<file path="src/rtl/fb_txsched.sv">
// fb_txsched: frame transmit scheduler. Turns one-cycle state pulses into MAC
// transmit requests, waits for the matching returned frame, retransmits on
// timeout and raises a sticky error on timeout exhaustion or request overrun.
// Optional build macro: FB_TXSCHED_STATS_EN adds the RetryTotal counter output.
module fb_txsched #(
    parameter int TIMEOUT   = 1000,
    parameter int MAX_RETRY = 3
) (
    input  logic        clk_top,
    input  logic        rst,
    input  logic        StateNumb,
    input  logic        StateDist,
    input  logic        StateDelay,
    input  logic        StateDelayDist,
    input  logic        StateData,
    input  logic        TxAck,
    input  logic        TxDone,
    input  logic        RxFrameValid,
    input  logic [2:0]  RxFrameType,
    input  logic        ErrClr,
    output logic        TxStartFrm,
    output logic [2:0]  TxFrameType,
    output logic        NumbFrameReturned,
    output logic        DistFrameReturned,
    output logic        DelayFrameReturned,
    output logic        DelayDistFrameReturned,
    output logic        SchedBusy,
    output logic        SchedErr,
    output logic [1:0]  ErrCode
`ifdef FB_TXSCHED_STATS_EN
    ,
    output logic [15:0] RetryTotal
`endif
);

    typedef enum logic [2:0] {
        IDLE   = 3'd0,
        ISSUE  = 3'd1,
        TXWAIT = 3'd2,
        RXWAIT = 3'd3,
        ERROR  = 3'd4
    } state_t;

    localparam logic [2:0]  T_DATA     = 3'd4;
    localparam logic [1:0]  CODE_NONE  = 2'd0;
    localparam logic [1:0]  CODE_TMO   = 2'd1;
    localparam logic [1:0]  CODE_OVR   = 2'd2;
    localparam logic [15:0] TIMER_LAST = 16'(TIMEOUT - 1);
    localparam logic [2:0]  RETRY_MAX  = 3'(MAX_RETRY);

    state_t      state_reg, state_next;
    logic [2:0]  type_reg, type_next;
    logic [2:0]  retry_reg, retry_next;
    logic [15:0] timer_reg, timer_next;
    logic        tx_start_reg, tx_start_next;
    logic [3:0]  ret_reg, ret_next;
    logic        busy_reg, busy_next;
    logic        err_reg, err_next;
    logic [1:0]  code_reg, code_next;
    logic        retry_inc;

    logic [4:0]  pulses;
    logic        any_pulse;
    logic [2:0]  pulse_type;
    logic        rx_match;
    logic [3:0]  ret_sel;

    // Pulse vector indexed by frame type code.
    assign pulses    = {StateData, StateDelayDist, StateDelay, StateDist, StateNumb};
    assign any_pulse = |pulses;
    assign rx_match  = RxFrameValid && (RxFrameType == type_reg);

    // One-hot select of the return output belonging to the latched type.
    generate
        for (genvar gi = 0; gi < 4; gi++) begin : g_ret_sel
            assign ret_sel[gi] = (type_reg == 3'(gi));
        end
    endgenerate

    // Lowest type code wins when several state pulses coincide.
    always_comb begin
        pulse_type = T_DATA;
        for (int i = 4; i >= 0; i--) begin
            if (pulses[i]) begin
                pulse_type = 3'(i);
            end
        end
    end

    // Next-state and next-output logic; every output is registered below.
    always_comb begin
        state_next    = state_reg;
        type_next     = type_reg;
        retry_next    = retry_reg;
        timer_next    = timer_reg;
        tx_start_next = tx_start_reg;
        ret_next      = 4'b0000;
        err_next      = err_reg;
        code_next     = code_reg;
        retry_inc     = 1'b0;

        case (state_reg)
            IDLE: begin
                if (any_pulse) begin
                    type_next     = pulse_type;
                    retry_next    = 3'd0;
                    tx_start_next = 1'b1;
                    state_next    = ISSUE;
                end
            end
            ISSUE: begin
                if (TxAck) begin
                    tx_start_next = 1'b0;
                    state_next    = TXWAIT;
                end
            end
            TXWAIT: begin
                if (TxDone) begin
                    if (type_reg == T_DATA) begin
                        state_next = IDLE;
                    end else begin
                        timer_next = 16'd0;
                        state_next = RXWAIT;
                    end
                end
            end
            RXWAIT: begin
                timer_next = timer_reg + 16'd1;
                if (rx_match) begin
                    // A match wins over a timeout in the same cycle.
                    ret_next   = ret_sel;
                    state_next = IDLE;
                end else if (timer_reg == TIMER_LAST) begin
                    if (retry_reg < RETRY_MAX) begin
                        retry_next    = retry_reg + 3'd1;
                        retry_inc     = 1'b1;
                        tx_start_next = 1'b1;
                        state_next    = ISSUE;
                    end else begin
                        err_next   = 1'b1;
                        code_next  = CODE_TMO;
                        state_next = ERROR;
                    end
                end
            end
            ERROR: begin
                if (ErrClr) begin
                    err_next   = 1'b0;
                    code_next  = CODE_NONE;
                    state_next = IDLE;
                end
            end
            default: begin
                state_next = IDLE;
            end
        endcase

        // A new request while a frame is in flight aborts it as an overrun.
        if ((state_reg == ISSUE || state_reg == TXWAIT || state_reg == RXWAIT) && any_pulse) begin
            tx_start_next = 1'b0;
            ret_next      = 4'b0000;
            retry_inc     = 1'b0;
            err_next      = 1'b1;
            code_next     = CODE_OVR;
            state_next    = ERROR;
        end

        busy_next = (state_next == ISSUE) || (state_next == TXWAIT) || (state_next == RXWAIT);
    end

    // State and output registers with synchronous reset.
    always_ff @(posedge clk_top) begin
        if (rst) begin
            state_reg    <= IDLE;
            type_reg     <= 3'd0;
            retry_reg    <= 3'd0;
            timer_reg    <= 16'd0;
            tx_start_reg <= 1'b0;
            ret_reg      <= 4'b0000;
            busy_reg     <= 1'b0;
            err_reg      <= 1'b0;
            code_reg     <= CODE_NONE;
        end else begin
            state_reg    <= state_next;
            type_reg     <= type_next;
            retry_reg    <= retry_next;
            timer_reg    <= timer_next;
            tx_start_reg <= tx_start_next;
            ret_reg      <= ret_next;
            busy_reg     <= busy_next;
            err_reg      <= err_next;
            code_reg     <= code_next;
        end
    end

    assign TxStartFrm             = tx_start_reg;
    assign TxFrameType            = type_reg;
    assign NumbFrameReturned      = ret_reg[0];
    assign DistFrameReturned      = ret_reg[1];
    assign DelayFrameReturned     = ret_reg[2];
    assign DelayDistFrameReturned = ret_reg[3];
    assign SchedBusy              = busy_reg;
    assign SchedErr               = err_reg;
    assign ErrCode                = code_reg;

`ifdef FB_TXSCHED_STATS_EN
    logic [15:0] retry_total_reg;

    // Saturating count of retransmissions; only rst clears it.
    always_ff @(posedge clk_top) begin
        if (rst) begin
            retry_total_reg <= 16'd0;
        end else if (retry_inc && (retry_total_reg != 16'hFFFF)) begin
            retry_total_reg <= retry_total_reg + 16'd1;
        end
    end

    assign RetryTotal = retry_total_reg;
`endif

endmodule
</file>
<file path="config.mk">
export PLATFORM = sky130hd
export DESIGN_NAME = fb_txsched
export DESIGN_NICKNAME = d
export VERILOG_FILES = /design/src/rtl/fb_txsched.sv
export SDC_FILE = /design/constraint.sdc
export NUM_CORES = 1
export LEC_CHECK = 0
export CAP_MARGIN = 20
export CORE_MARGIN = 1.5
export CORE_UTILIZATION = 55
export DETAILED_ROUTE_END_ITERATION = 10
export GPL_ROUTABILITY_DRIVEN = 0
export GPL_TIMING_DRIVEN = 0
export MAX_ROUTING_LAYER = met4
export PLACE_DENSITY = 0.81
export SLEW_MARGIN = 25
export SYNTH_ARGS = -nofsm -noshare
export SYNTH_HDL_FRONTEND = slang
export SYNTH_SLANG_ARGS = --single-unit
</file>
<file path="constraint.sdc">
create_clock -name clk_top -period 4.11 [get_ports clk_top]
set_clock_uncertainty 0.2 [all_clocks]
set_input_delay 1.0275 -clock clk_top [delete_from_list [all_inputs] [get_ports clk_top]]
set_output_delay 1.0275 -clock clk_top [all_outputs]
set_load 0.01 [all_outputs]
</file>
==> run metrics <==
FF-to-FF Start=TxFrameType[2]$_SDFFE_PP0P_; Yosys cell types=47; Max Cap Violations=0; setup TNS=0 ns; die height=59.5 um; RSZ-0062 raised after global routing=false; area delta synth->final=20.3%; Worst Setup End Kind=register; root buffer cell=clkbuf_4; DRC Markers=0; Rel. slew slack=62.8%; Routed WL=3800 um; status=completed; EDFF count, synth=0; largest net degree at the start of global routing=11; Hold Slack=0.269 ns; CTS buffer count=5; Die Wd=59.5 um; Slew @ Worst Pin=0.555 ns; port bufs=24; Syn Nets=223; max reg flops=16; Main synth FF type=dfxtp_1; Met3 Wirelength=144 um; share of cells above drive strength 1=9.62%; top routing layer in use=met4; met1 WL=1720 um; clock slew at reported path FFs=0.09 ns; R2R depth=6; sequential-to-total area share from yosys stat=38.8%; setup bufs post-CTS=0; r2r setup slk=1.81 ns; post-place setup slack=0.783 ns; first-pass GRT wire length=6180 um; Routed Antenna Nets=0; power per cell area=450 nW/um^2; worst skew pair latency=0.36 ns; GR Overflow Total=0; crit path cell chain=clkdlybuf4s50_1, or4_1, o21ai_2, o21ai_0, nand2b_4, mux2_4; # diodes=0; hold path depth=2; CP peak stage delay=0.62 ns; fin. max-slew vios=0; CP max-delay cell=or4_1; Multi-input gate area=981 sq um; final HPWL from detailed placement=2840 um; hold path start=retry_reg[2]$_SDFFE_PP0P_; post-CTS sizing=0; Sink Count=34; Crit Path Category=in -> reg; WL met2=1830 um; Register Area=681 sq um; Final nets=254; GRT Total Usage=24.0%; Via density=5.59; Hold/Removal Path Class=reg -> reg; setup ws final=1.14 ns; Synth Instances=207; Avg Cell Area, Syn=8.47 sq um; Filler cells=254; post-layout util=69.6%; clk buf depth=2; # setup viols final=0; #FFs+latches synth=34; Cell Rows=20; htree depth=2; cell area after synthesis=1750 sq um; R2R Path End=timer_reg[7]$_SDFFE_PP0P_; ys async rst share=0%; core area=3030 sq um; Iter 0 DRT Violations=91; VDD IR-drop max=304 uV; leakage power=0.000709 uW; via count of the first global-routing pass=1449; initial antenna violation count=0; post-layout min period=2.97 ns; crit path DAT=3.01 ns; Syn. warnings=0; I/O pin count=26; starting density of the core=57.9%; number of iterations in the first detailed-routing pass=4; vias=1581; CTS Hold Buffers Added=0; Critical Path Start Type=input port; die footprint=3530 sq um; CP max FO=5; DR WL/cell=13.4 um; worst hold endpoint=retry_reg[2]$_SDFFE_PP0P_; worst path required time=4.15 ns; final hold violations=0; CTS tree=done; f_max=0.337 GHz; Tcrit/Tclk final=72.1%
synthesized netlist by cell type, types with 5 or more instances:
| cell type | number | area (sq um) |
|---|---|---|
| a21oi_1 | 13 | 65.1 |
| dfxtp_1 | 34 | 681 |
| inv_1 | 8 | 30.0 |
| nand2_1 | 10 | 37.5 |
| nand3_1 | 5 | 25.0 |
| nand4_1 | 5 | 31.3 |
| nor2_1 | 32 | 120 |
| nor3_1 | 12 | 60.1 |
| nor4_1 | 8 | 50.1 |
| o21ai_0 | 6 | 30.0 |
| xnor2_1 | 15 | 131 |
area by class of cell:
cell class	instances	area share [%]
multi-input cells	156	46.5
inverters	8	1.42
well taps	44	2.61
repair buffers	24	11.4
clock buffers	7	2.61
clock inverters	1	0.237
flip-flops and latches	34	32.3
plain buffers	9	2.91
how the worst max path moves through the flow:
stage | cells past startpoint | from | slack (ns) | end
6_report | 6 | StateNumb | 1.14 | retry_reg[0]$_SDFFE_PP0P_
2_1_floorplan | 5 | StateNumb | 1.41 | retry_reg[0]$_SDFFE_PP0P_
3_5_place_dp | 6 | StateNumb | 0.78 | retry_reg[0]$_SDFFE_PP0P_
3_3_place_gp | 6 | StateNumb | 0.79 | retry_reg[0]$_SDFFE_PP0P_
5_1_grt | 5 | StateDelay | 1.06 | ret_reg[0]$_SDFF_PP0_
4_1_cts | 6 | StateNumb | 1.16 | retry_reg[0]$_SDFFE_PP0P_
worst max-delay path, delay by kind of cell:
| family | cells | cell delay, ns |
|---|---|---|
| compound gates | 2 | 0.47 |
| simple gates | 2 | 0.76 |
| buf+inv | 1 | 0.46 |
| mux | 1 | 0.30 |
cell families after synthesis:
family | synth area share [%]
AND/OR/NAND/NOR | 31.7
AO/OA/AOI/OAI | 13.3
flip-flops | 38.8
buffers and inverters | 5.21
XOR/XNOR | 7.49
multiplexers | 2.00
adder cells (fa/ha/maj) | 1.43
layer usage:
layer / vias to the layer above / global-route usage [%]
li1: 805 / -
met1: 729 / 28.4
met2: 36 / 38.8
met3: 11 / 5.24
met4: 0 / 11.0
met5: - / -
stage by stage:
| step | instances | power [uW] | area [sq um] |
|---|---|---|---|
| floorplan | 207 | 635 | 1750 |
| global placement | 275 | 752 | 2050 |
| detailed placement | 275 | 752 | 2050 |
| CTS | 283 | 947 | 2110 |
| global route | 283 | 999 | 2110 |
| finish | 283 | 948 | 2110 |
placed cells by master, fill, tap and decap left out, types with 2 or more instances in the layout:
cell type,netlist,final
nor4_1,8,8
nor3_1,12,12
ha_1,2,2
buf_6,3,3
or3b_2,2,2
clkbuf_1,4,5
a31oi_1,2,2
a211oi_1,4,4
and4_1,2,2
nand4_1,5,5
o21ai_0,6,6
inv_1,8,8
nand2_1,10,10
or4_1,2,2
nand2b_1,3,3
nand3b_1,2,2
xnor2_1,15,15
a21oi_1,13,13
or3_1,3,3
nand3_1,5,5
nor4b_1,2,2
clkdlybuf4s50_1,0,24
clkbuf_4,0,5
nor2_1,32,32
mux2i_1,2,2
nor3b_1,3,3
dfxtp_1,34,34
nand4b_1,2,2
where the power goes:
part	total [uW]	switching (uW)	internal [uW]
Combinational	353	194	159
Clock	199	116	82.8
Sequential	396	30.0	366
Total	948	340	608
No activity file was read; power rests on OpenSTA's default activity.
